## src/rtl/maq_pkg.sv

```systemverilog
// Shared types and default timing constants for the digital clock controller.
package maq_pkg;

    typedef enum logic [1:0] {
        MODO_RUN      = 2'd0,
        MODO_SET_HORA = 2'd1,
        MODO_SET_MIN  = 2'd2
    } modo_t;

    localparam int CLK_FREQ_DEFAULT  = 50_000_000;
    localparam int BLINK_DIV_DEFAULT = 12_500_000;

endpackage

```

## src/rtl/maq_botao.sv

```systemverilog
// Push-button front end: two-flop synchronizer followed by a rising-edge detector.
module maq_botao (
    input  logic clock,
    input  logic reset,
    input  logic nivel,
    output logic pulso
);

    logic sync_p0, sync_p1, sync_p2;

    always_ff @(posedge clock) begin
        if (reset) begin
            sync_p0 <= 1'b0;
            sync_p1 <= 1'b0;
            sync_p2 <= 1'b0;
        end else begin
            sync_p0 <= nivel;
            sync_p1 <= sync_p0;
            sync_p2 <= sync_p1;
        end
    end

    // sync_p2 is sync_p1 one cycle late, so a held level yields a single pulse.
    assign pulso = sync_p1 & ~sync_p2;

endmodule

```

## src/rtl/maq_ctrl.sv

```systemverilog
// Timebase, carry chaining and RUN/SET_HORA/SET_MIN mode control for the digital clock.
module maq_ctrl
    import maq_pkg::*;
#(
    parameter int CLK_FREQ  = CLK_FREQ_DEFAULT,
    parameter int BLINK_DIV = BLINK_DIV_DEFAULT
) (
    input  logic       maqc_clock,
    input  logic       maqc_reset,
    input  logic       maqc_btn_modo,
    input  logic       maqc_btn_inc,
    input  logic       maqc_seg_carry,
    input  logic       maqc_min_carry,
    output logic       maqc_seg_enable,
    output logic       maqc_seg_reset,
    output logic       maqc_inc_minuto,
    output logic       maqc_inc_hora,
    output logic [1:0] maqc_modo,
    output logic       maqc_pisca
);

    localparam int PW = $clog2(CLK_FREQ);
    localparam int BW = $clog2(BLINK_DIV) + 1;
    localparam logic [PW-1:0] PRESC_MAX = PW'(CLK_FREQ - 1);
    localparam logic [BW-1:0] BLINK_MAX = BW'(BLINK_DIV - 1);

    modo_t         modo_q;
    logic [PW-1:0] presc_q;
    logic [BW-1:0] blink_q;
    logic          pisca_q;
    logic          seg_reset_q;
    logic          ev_modo, ev_inc, inc_ok;
    logic          em_run, seg_en, inc_min_run;

    maq_botao u_botao_modo (
        .clock (maqc_clock),
        .reset (maqc_reset),
        .nivel (maqc_btn_modo),
        .pulso (ev_modo)
    );

    maq_botao u_botao_inc (
        .clock (maqc_clock),
        .reset (maqc_reset),
        .nivel (maqc_btn_inc),
        .pulso (ev_inc)
    );

    always_ff @(posedge maqc_clock) begin
        if (maqc_reset) begin
            modo_q      <= MODO_RUN;
            presc_q     <= '0;
            blink_q     <= '0;
            pisca_q     <= 1'b1;
            seg_reset_q <= 1'b0;
        end else begin
            seg_reset_q <= ev_modo && (modo_q == MODO_SET_MIN);

            case (modo_q)
                MODO_RUN:      if (ev_modo) modo_q <= MODO_SET_HORA;
                MODO_SET_HORA: if (ev_modo) modo_q <= MODO_SET_MIN;
                MODO_SET_MIN:  if (ev_modo) modo_q <= MODO_RUN;
                default:       modo_q <= MODO_RUN;
            endcase

            // Leaving RUN clears the prescaler so the next RUN interval starts a full second.
            if (modo_q == MODO_RUN && !ev_modo)
                presc_q <= (presc_q == PRESC_MAX) ? '0 : presc_q + PW'(1);
            else
                presc_q <= '0;

            // Any mode change restarts the blink with the field visible.
            if (modo_q == MODO_RUN || ev_modo) begin
                blink_q <= '0;
                pisca_q <= 1'b1;
            end else if (blink_q == BLINK_MAX) begin
                blink_q <= '0;
                pisca_q <= ~pisca_q;
            end else begin
                blink_q <= blink_q + BW'(1);
            end
        end
    end

    assign em_run      = (modo_q == MODO_RUN);
    assign inc_ok      = ev_inc && !ev_modo;
    assign seg_en      = !maqc_reset && em_run && (presc_q == PRESC_MAX);
    assign inc_min_run = seg_en && maqc_seg_carry;

    assign maqc_seg_enable = seg_en;
    assign maqc_seg_reset  = seg_reset_q && !maqc_reset;
    assign maqc_inc_minuto = em_run ? inc_min_run
                                    : (!maqc_reset && (modo_q == MODO_SET_MIN) && inc_ok);
    assign maqc_inc_hora   = em_run ? (inc_min_run && maqc_min_carry)
                                    : (!maqc_reset && (modo_q == MODO_SET_HORA) && inc_ok);
    assign maqc_modo       = modo_q;
    assign maqc_pisca      = pisca_q;

endmodule

```

## config.mk

```make
export PLATFORM = sky130hd
export DESIGN_NAME = maq_ctrl
export DESIGN_NICKNAME = d
export VERILOG_FILES = /design/src/rtl/maq_pkg.sv /design/src/rtl/maq_botao.sv /design/src/rtl/maq_ctrl.sv
export SDC_FILE = /design/constraint.sdc
export NUM_CORES = 1
export LEC_CHECK = 0
export ABC_AREA = 1
export BUFFER_PORTS_ARGS = -buffer_cell sky130_fd_sc_hd__buf_4
export CORE_MARGIN = 3
export CORE_UTILIZATION = 50
export CTS_CLUSTER_SIZE = 40
export DETAILED_ROUTE_END_ITERATION = 12
export GPL_ROUTABILITY_DRIVEN = 1
export PLACE_DENSITY = 0.77
export REMOVE_ABC_BUFFERS = 1
export SETUP_SLACK_MARGIN = 0.15
export SLEW_MARGIN = 20
export SYNTH_ARGS = -nofsm -noshare
export SYNTH_HDL_FRONTEND = slang
export SYNTH_HIERARCHICAL = 1
export SYNTH_SLANG_ARGS = --single-unit
```

## constraint.sdc

```tcl
create_clock -name maqc_clock -period 1.6 [get_ports maqc_clock]
set_input_delay 0.08 -clock maqc_clock [delete_from_list [all_inputs] [get_ports maqc_clock]]
set_output_delay 0.08 -clock maqc_clock [all_outputs]
set_load 0.05 [all_outputs]
```

==> impl_results.md, run 1 <==
- Final Max Slew Viols: 0
- Layout cell share with drive strength beyond 1: 26.8%
- Most flops, register: presc_q
- Post-Syn Area: 3250 um^2
- Die Ht: 86.7 um
- Gr ovfl total: 0
- RSZ-0062 raised after global routing: yes
- Crit-path cells: nand2_2 > nor2_1 > nand3_2 > nor2_4 > nand4_1 > nand2_1 > buf_6
- # setup viols final: 3
- Max Root-Sink Buffers: 2
- CP arrival: 1640 ps
- Final instance area: 4060 um^2
- Worst-Skew Late Latency: 340 ps
- Top cells by area, synth: dfxtp_1, nand2_1, nor2_1, inv_1, nand3b_1
- Fin cells: 612
- Clock transition at the registers of the reported paths: 70 ps
- DR WL/cell: 13.2 um
- Placed insts: 573
- Commonest cells after routing, fill and taps aside: nand2_1, nor2_1, dfxtp_1, inv_1, buf_4
- CP Capture Type: output pin
- # nets final: 540
- Max-cap violations: 0
- Final Skew: 6.64 ps
- Mean Syn Cell Area: 6.75 um^2
- Starting Density: 53.4%
- Pwr per Cell Area: 796 nW/um^2
- Setup crit start kind: flip-flop
- P_leak: 0.00136 uW
- Hold slack: 409 ps
- CP top delay family: simple AND/OR/NAND/NOR gates
- Outcome: finished with violations
- Synth Instances: 482
- Area leader, netlist: dfxtp_1
- IO Pins: 13
- Worst path buffer plus inverter count: 1
- Crit-path slowest cell: dfxtp_2
- Reg area: 1240 um^2
- H-Tree Depth: 3
- DRC viols: 0
- GRT Overall Usage: 22.5%
- Routed via count: 3,211
- Starting DRC count in detailed routing: 239
- Violated checks: setup timing
- Estimated wirelength of the detail-placed design: 5150 um
- Highest cell delay on the worst timing path: 370 ps
- Die ar.: 7510 um^2
- Site row count: 28
- Chip Width: 86.7 um
- Final hold vios: 0
- Library cells used by synthesis: 29
- Core area: 6100 um^2
- Worst-Margin Slew: 444 ps
- Placer Congestion: 0.941
- Pin count of the biggest net entering global routing: 24
- Port Buffers: 12
- Fin Setup TNS: -222 ps
- Multi-input gate area: 2000 um^2
- VDD IR-drop max: 0.625 mV
- Initial antenna violation count: 0
- Num CTS Buffers: 9
- Setup CP Type: flip-flop to output pin
- Crit path max fanout: 4
- Post-DP Area: 3440 um^2
- Worst Path Required: 1520 ps
- # diodes: 0
- Top-area cell type share of the netlist area: 37.5%
- Synth Register Bits: 61
- Tcrit/Tclk final: 108%
- Most common cell after layout, fill and taps aside: nand2_1
- Clk root buf: clkbuf_8
- Routed wire length: 8070 um
- Max reg flops: 26
- Hold/Removal Path Class: flip-flop to flip-flop
- Relative slew slack: 70.4%
- Global-route wire length before repair: 13,500 um
- Final min period: 1720 ps
- TritonRoute pass-1 iters: 5
- Mean number of vias per cell: 5.25
- Synth warn: 6
- Clk sink count: 61
- FILL cells: 499
- Layout area overhead: 24.8%
- Post-route ant nets: 0
- Setup ws final: -124 ps
- Register area share after synthesis: 37.5%
- Number of global-route vias before repair: 3,070
- Upper clock frequency limit: 580 MHz
- CTS tree: done
- Total power: 3230 uW
## cells in the mapped netlist
master    count
or2_1         3
nor3b_1       1
nand2_1     133
o22ai_1       2
nand4_1       8
xor2_1        7
buf_12        1
nand2_4       3
nor2_2        7
nand3b_1     13
nor3_1        4
nand3_2       1
nand3_4       1
ha_1          2
a21oi_1      16
dfxtp_1      61
clkinv_2      1
nor2_1      117
o21ai_0       2
nand3_1      19
nor2_4        6
nand2_2       5
or2_2         2
inv_1        43
xnor2_1      11
buf_6         3
a21oi_2       8
and2_1        1
or2_0         1
## routing by layer
| metal | vias up | global-route usage [%] | share of wire, % |
|---|---|---|---|
| met5 | - | 0 | 0 |
| met3 | 21 | 6.18 | 6.3 |
| met4 | 0 | 8.36 | 2.3 |
| li1 | 1612 | - | - |
| met1 | 1470 | 27.8 | 44 |
| met2 | 108 | 37.3 | 47 |
## worst reg2reg max path, delay by kind of cell, from the launching register on
family	cells	cell delay [ps]
AOI/OAI and AO/OA	1	110
adders and majority gates	1	150
buffers and inverters	2	310
DFF	1	360
and+or+nand+nor	4	530
## path summary, 6_finish.rpt
| kind | start | endpoint | slack (ps) | depth (start not counted) |
|---|---|---|---|---|
| worst max-delay path | presc_q[4] | maqc_inc_hora | -120 | 7 |
| worst min-delay path | u_botao_modo/sync_p0 | u_botao_modo/sync_p1 | 410 | 2 |
| worst max register to register | presc_q[0] | presc_q[14] | 80 | 8 |
| worst min register to register | u_botao_modo/sync_p0 | u_botao_modo/sync_p1 | 410 | 2 |
## power breakdown
| group | total [uW] | switching (uW) | internal, uW |
|---|---|---|---|
| Sequential | 1540 | 12.5 | 1530 |
| Combinational | 147 | 87.8 | 59.2 |
| Clock | 1540 | 659 | 884 |
## metrics by stage
stage / util [%] / worst slack [ps]
after floorplan: - / -570
after global placement: 56.5 / 67.0
after detailed placement: 56.5 / 16.5
after CTS: 63.8 / -66.8
after global routing: 66.6 / -231
final: 66.6 / -124
## layout make-up
| type | count | area share (%) |
|---|---|---|
| Clock buffer | 9 | 3.05 |
| Sequential cell | 61 | 30.7 |
| Clock inverter | 7 | 2.43 |
| Multi-Input combinational cell | 376 | 49.2 |
| Timing Repair Buffer | 40 | 8.07 |
| Inverter | 44 | 4.25 |
| Tap cell | 75 | 2.31 |
## cells by family (layout without fill, tap and decap cells)
logic type,after synthesis,count (layout),synth area share (%)
AO/OA/AOI/OAI,28,28,5.31
XOR/XNOR,18,18,4.85
adder cells (fa/ha/maj),2,2,0.769
buffers and inverters,48,100,6.77
flip-flops,61,61,37.5
AND/OR/NAND/NOR,325,328,44.8
## repair_timing
item	CTS	global route
hold endpoints to repair	6	0
cloned	1	2
pin swaps	11	13
buffers inserted	8	7
hold buffers	5	0
setup endpoints to repair	50	53
resized for setup	35	37
Power figures use the tool's default switching activity.
==> run 2: changes to the inputs <==
==> constraint.sdc (replaced) <==
create_clock -name maqc_clock -period 1.7 [get_ports maqc_clock]
set_input_delay 0.085 -clock maqc_clock [delete_from_list [all_inputs] [get_ports maqc_clock]]
set_output_delay 0.085 -clock maqc_clock [all_outputs]
set_load 0.05 [all_outputs]
==> impl_results.md, run 2 (synthesis gave the netlist of run 1 again) <==
- Outcome: finished, final reports clean
- Total power: 3340 uW
- # setup viols final: 0
- Number of global-route vias before repair: 2,941
- Internal power: 2620 uW
- Gr ovfl total: 0
- Sw Share: 21.5%
- Placed insts: 566
- Sequential power share: 43.5%
- CP Capture Type: output pin
- CTS tree: done
- # nets final: 528
- TritonRoute pass-1 iters: 6
- Final Max Slew Viols: 0
- Site row count: 28
- Final hold vios: 0
- # diodes: 0
- IO Pins: 13
- Pin count of the biggest net entering global routing: 24
- Hold/Removal Path Class: flip-flop to flip-flop
- Routed via count: 3,077
- Combinational Power Share: 3.8%
- Final min period: 1660 ps
- Fin cells: 600
- Starting DRC count in detailed routing: 222
- Tcrit/Tclk final: 97.6%
- Max Root-Sink Buffers: 2
- Starting Density: 53.4%
- Worst-Skew Late Latency: 350 ps
- Estimated wirelength of the detail-placed design: 5010 um
- H-Tree Depth: 3
- Placer Congestion: 0.926
- Clk root buf: clkbuf_8
- Post-route ant nets: 0
- Worst Path Required: 1620 ps
- Routed wire length: 7530 um
- Reg2reg start: presc_q[1]
- Die Ht: 86.7 um
- Clock power share: 52.7%
- Layout area overhead: 21.7%
- Clock transition at the registers of the reported paths: 80 ps
- Reg area: 1250 um^2
- GRT Overall Usage: 21.6%
- CP Launch Point: presc_q[17]
- Pwr per Cell Area: 844 nW/um^2
- Chip Width: 86.7 um
- Setup crit start kind: flip-flop
- CP arrival: 1570 ps
- Hold Crit Start: u_botao_modo/sync_p0
- Crit path max fanout: 6
- Mean number of vias per cell: 5.13
- R2r setup slk: 140 ps
- Worst-Margin Slew: 537 ps
- Clk sink count: 61
- Fin Setup TNS: 0 ps
- Setup CP Type: flip-flop to output pin
- Num CTS Buffers: 9
- Multi-input gate area: 1930 um^2
- RSZ-0062 raised after global routing: yes
- DR WL/cell: 12.5 um
- Port Buffers: 12
- FILL cells: 526
- Global-route wire length before repair: 12,900 um
- P_leak: 0.00130 uW
- Layout cell share with drive strength beyond 1: 21.9%
- Switch Pwr: 718 uW
- Core area: 6100 um^2
- Die ar.: 7510 um^2
- Most flops, register: presc_q
- Max reg flops: 26
- Initial antenna violation count: 0
- Upper clock frequency limit: 603 MHz
- Commonest cells after routing, fill and taps aside: nand2_1, nor2_1, dfxtp_1, inv_1, buf_4
- VDD IR-drop max: 0.817 mV
- Max-cap violations: 0
- Relative slew slack: 64.2%
- Most common cell after layout, fill and taps aside: nand2_1
- DRC viols: 0
- Final Skew: 7.98 ps
## run 2: cell types whose count changed in the layout (fill, tap and decap cells not counted), sizes merged
| cell | previous run | this run |
|---|---|---|
| buf | 35 | 24 |
| clkinv | 4 | 3 |
| clkinvlp | 1 | 0 |
| nand2 | 144 | 143 |
| bufinv | 2 | 4 |
## run 2: worst max-delay path, cell delays in order (launching register included)
cell and delay, ps:
dfxtp_1 440, nand2_1 100, nor3_1 160, nand3_1 130, nor3b_2 220, buf_6 180
## run 2: area by class of cell
| cell class | instances | share of cell area [%] |
|---|---|---|
| sequential | 61 | 31.5 |
| clock inverter | 7 | 3.70 |
| timing repair buffer | 29 | 6.19 |
| tap | 75 | 2.37 |
| clock buffer | 9 | 3.13 |
| inverter | 44 | 4.30 |
| multi-input combinational | 375 | 48.8 |
## run 2: what timing repair did
| action | 4_1_cts | 5_1_grt |
|---|---|---|
| hold endpoints to repair | 6 | 0 |
| resized for setup | 26 | 27 |
| hold buffers | 5 | 0 |
| endpoints found under the setup margin | 28 | 33 |
| pin swaps | 5 | 5 |
| setup buffers | 5 | 6 |
| gates cloned | 1 | 1 |
## run 2: through the flow
step	hold slack, ps	cell area (um^2)	utilization [%]	setup slack (ps)
final	403	3960	64.9	40.8
after global routing	421	3960	64.9	-55.0
after CTS	405	3820	62.7	25.7
after detailed placement	297	3390	55.6	63.3
after global placement	292	3390	55.6	122
after floorplan	156	3200	-	-475
## run 2: power by group through the flow
| stage | logic (uW) | clock network (uW) | registers (uW) |
|---|---|---|---|
| finish | 127 | 1760 | 1450 |
| global placement | 90.3 | 0 | 1490 |
| detailed placement | 91.7 | 0 | 1490 |
| CTS | 118 | 1770 | 1450 |
| global route | 145 | 1840 | 1450 |
| floorplan | 57.9 | 0 | 1490 |
## run 2: metal layers
metal,share of wire [%],vias to the layer above,track usage [%]
li1,-,1583,-
met1,44,1384,26.8
met2,49,96,36.9
met3,5.4,14,4.28
met4,1.6,0,7.93
met5,0,-,0
## run 2: worst paths after layout
| kind | cells past startpoint | endpoint |
|---|---|---|
| setup / recovery | 5 | maqc_seg_enable |
| hold / removal | 2 | u_botao_modo/sync_p1 |
| setup reg to reg | 8 | presc_q[14] |
| hold reg to reg | 2 | u_botao_modo/sync_p1 |
==> run 3: changes to the inputs <==
--- a/config.mk
+++ b/config.mk
@@ -5,7 +5,6 @@
 export SDC_FILE = /design/constraint.sdc
 export NUM_CORES = 1
 export LEC_CHECK = 0
-export ABC_AREA = 1
 export BUFFER_PORTS_ARGS = -buffer_cell sky130_fd_sc_hd__buf_4
 export CORE_MARGIN = 3
 export CORE_UTILIZATION = 50
@@ -14,7 +13,7 @@
 export GPL_ROUTABILITY_DRIVEN = 1
 export PLACE_DENSITY = 0.77
 export REMOVE_ABC_BUFFERS = 1
-export SETUP_SLACK_MARGIN = 0.15
+export SETUP_SLACK_MARGIN = 0.02
 export SLEW_MARGIN = 20
 export SYNTH_ARGS = -nofsm -noshare
 export SYNTH_HDL_FRONTEND = slang
==> impl_results.md, run 3 <==
- Commonest cells after routing, fill and taps aside: buf_4, dfxtp_1, nand2_1, dfxtp_2
- Library cells used by synthesis: 40
- Post-Syn Area: 2840 um^2
- Setup crit start kind: flip-flop
- # setup viols final: 54
- Die ar.: 6620 um^2
- Synth Register Bits: 61
- Highest cell delay on the worst timing path: 450 ps
- Most flops, register: presc_q
- Final Max Slew Viols: 0
- Clock transition at the registers of the reported paths: 80 ps
- Crit-path slowest cell: or4_4
- H-Tree Depth: 3
- Reg2reg start: presc_q[1]
- Setup CP Type: flip-flop to output pin
- Final instance area: 4460 um^2
- Fin cells: 512
- Final min period: 2300 ps
- IO Pins: 13
- Final hold vios: 0
- R2r endpoint: presc_q[22]
- Post-route ant nets: 0
- Number of global-route vias before repair: 3,015
- Post-synth EDFFs: 0
- Async set-or-reset flop fraction in the synthesized netlist: 0%
- Max Root-Sink Buffers: 2
- Fin Setup TNS: -6380 ps
- Placed insts: 468
- DR WL/cell: 20.7 um
- Worst Path Required: 1620 ps
- Num CTS Buffers: 9
- Worst-Margin Slew: 482 ps
- Max reg flops: 26
- Core area: 5300 um^2
- # nets final: 445
- Top-area cell type share of the netlist area: 43.0%
- Routed wire length: 10,600 um
- Mean number of vias per cell: 6.43
- Top cells by area, synth: dfxtp_1, xnor2_1, or4_1, nor3_1, or3_1
- VDD IR-drop max: 0.665 mV
- P_leak: 0.00152 uW
- Synth top cells by count: dfxtp_1, nand2_1, xnor2_1
- Starting Density: 53.5%
- CP Launch Point: presc_q[1]
- Tcrit/Tclk final: 135%
- R2R depth: 6
- Register area share after synthesis: 43.0%
- Routed via count: 3,290
- GRT Overall Usage: 26.6%
- Die Ht: 81.3 um
- Outcome: finished with violations
- Starting DRC count in detailed routing: 454
- Layout cell share with drive strength beyond 1: 52.3%
- Initial antenna violation count: 0
- Pin count of the biggest net entering global routing: 19
- CP arrival: 2210 ps
- Hold/Removal Path Class: input port to flip-flop
- Most common cell after layout, fill and taps aside: buf_4
- Gr ovfl total: 0
- Global-route wire length before repair: 13,500 um
- Estimated wirelength of the detail-placed design: 4790 um
- CP Capture Type: output pin
- Upper clock frequency limit: 435 MHz
- Relative slew slack: 67.6%
- Area leader, netlist: dfxtp_1
- Clk sink count: 61
- DRC viols: 0
- Synth warn: 6
- Most common cell in the netlist: dfxtp_1
- Clk root buf: clkbuf_8
- R2r setup slk: -280 ps
- CTS tree: done
- Fin util: 84.1%
- Chip Width: 81.3 um
- Crit-path cells: ha_4 > nand4_1 > or4_4 > or4_4 > o22ai_2 > buf_6
- Crit path max fanout: 3
- # diodes: 0
- Max-cap violations: 0
- Layout area overhead: 57.1%
- Pwr per Cell Area: 676 nW/um^2
- CP most frequent cell: or4_4
- Site row count: 26
- Synth Instances: 326
- Hold depth: 2
- Post-DP Area: 3520 um^2
- Worst-Skew Late Latency: 350 ps
- Setup ws final: -599 ps
- TritonRoute pass-1 iters: 5
- Final Skew: 15.8 ps
- FILL cells: 237
- Mean Syn Cell Area: 8.70 um^2
- RSZ-0062 raised after global routing: yes
- Placer Congestion: 0.827
- Violated checks: setup timing
- Crit path to: maqc_inc_hora
- Ys flop type: dfxtp_1
- Port Buffers: 12
[run 3: changes by cell type in the layout (fill, tap and decap cells not counted), moves of 10 or more]
cell	change
nor2_2	-17
or4_4	+15
nor2b_1	+10
a21oi_1	-10
nand2_1	-107
nor2_1	-87
nand3b_1	-13
inv_1	-33
nand2_2	-10
or3_4	+12
buf_4	+75
a211oi_2	+11
[run 3: logic make-up (layout without fill, tap and decap cells)]
kind of cell	Yosys count	after routing	synth area share (%)
DFF	61	61	43.0
buffers and inverters	21	136	3.17
xor gates and xnor gates	25	25	7.72
adders and majority gates	2	2	0.882
and+or+nand+nor	165	166	33.6
AOI/OAI and AO/OA	51	51	11.2
muxes	1	1	0.353
[run 3: cell type report]
cell class / count / area [um^2] / area share (%)
well taps: 70 / 87.6 / 1.96
flip-flops and latches: 61 / 1260 / 28.2
inverters: 9 / 33.8 / 0.758
repair buffers: 111 / 927 / 20.8
multi-input cells: 245 / 1940 / 43.5
clock inverters: 6 / 87.6 / 1.96
clock buffers: 10 / 128 / 2.86
[run 3: metrics by stage]
| stage | hold slack [ps] | setup slack, ps | total power (uW) |
|---|---|---|---|
| after floorplan | 157 | -1240 | 1530 |
| after global routing | 12.8 | -665 | 3090 |
| after detailed placement | 301 | -299 | 1580 |
| after CTS | 4.42 | -542 | 2990 |
| final | 16.7 | -599 | 3020 |
| after global placement | 300 | -239 | 1580 |
[run 3: repair_timing]
item                       CTS  global route
setup buffers               17             7
gates cloned                 1             2
gates resized for setup     70            51
pin swaps                   36            22
hold endpoints to repair     2             0
setup endpoints to repair   47            54
hold buffers                 2             0
[run 3: power by group]
| part | switching [uW] | leakage, uW | internal (uW) | total (uW) |
|---|---|---|---|---|
| registers | 16.6 | 0.000505 | 1440 | 1460 |
| clock network | 615 | 0.0000985 | 823 | 1440 |
| logic | 71.7 | 0.000916 | 49.6 | 121 |
| total | 704 | 0.00152 | 2310 | 3020 |
[run 3: worst min-delay path by stage]
stage                     slack, ps                   end          start
after CTS                         4   u_botao_inc/sync_p1     maqc_reset
after global routing             10   u_botao_inc/sync_p1     maqc_reset
after floorplan                 160          maqc_modo[1]     maqc_reset
after detailed placement        300  u_botao_modo/sync_p0  maqc_btn_modo
after global placement          300  u_botao_modo/sync_p0  maqc_btn_modo
final                            20   u_botao_inc/sync_p1     maqc_reset
[run 3: metal layers]
metal	vias to the layer above	part of all wire [%]	GRT usage, %
li1	1427	-	-
met1	1592	38	27.9
met2	208	50	48.0
met3	63	7.8	8.31
met4	0	4.7	12.3
met5	-	0	0
[run 3: critical path: cells and delay by family (launching register included)]
family,cells,cell delay (ps)
and+or+nand+nor,3,1040
DFF,1,360
buffers and inverters,1,180
adders and majority gates,1,160
AOI/OAI and AO/OA,1,130
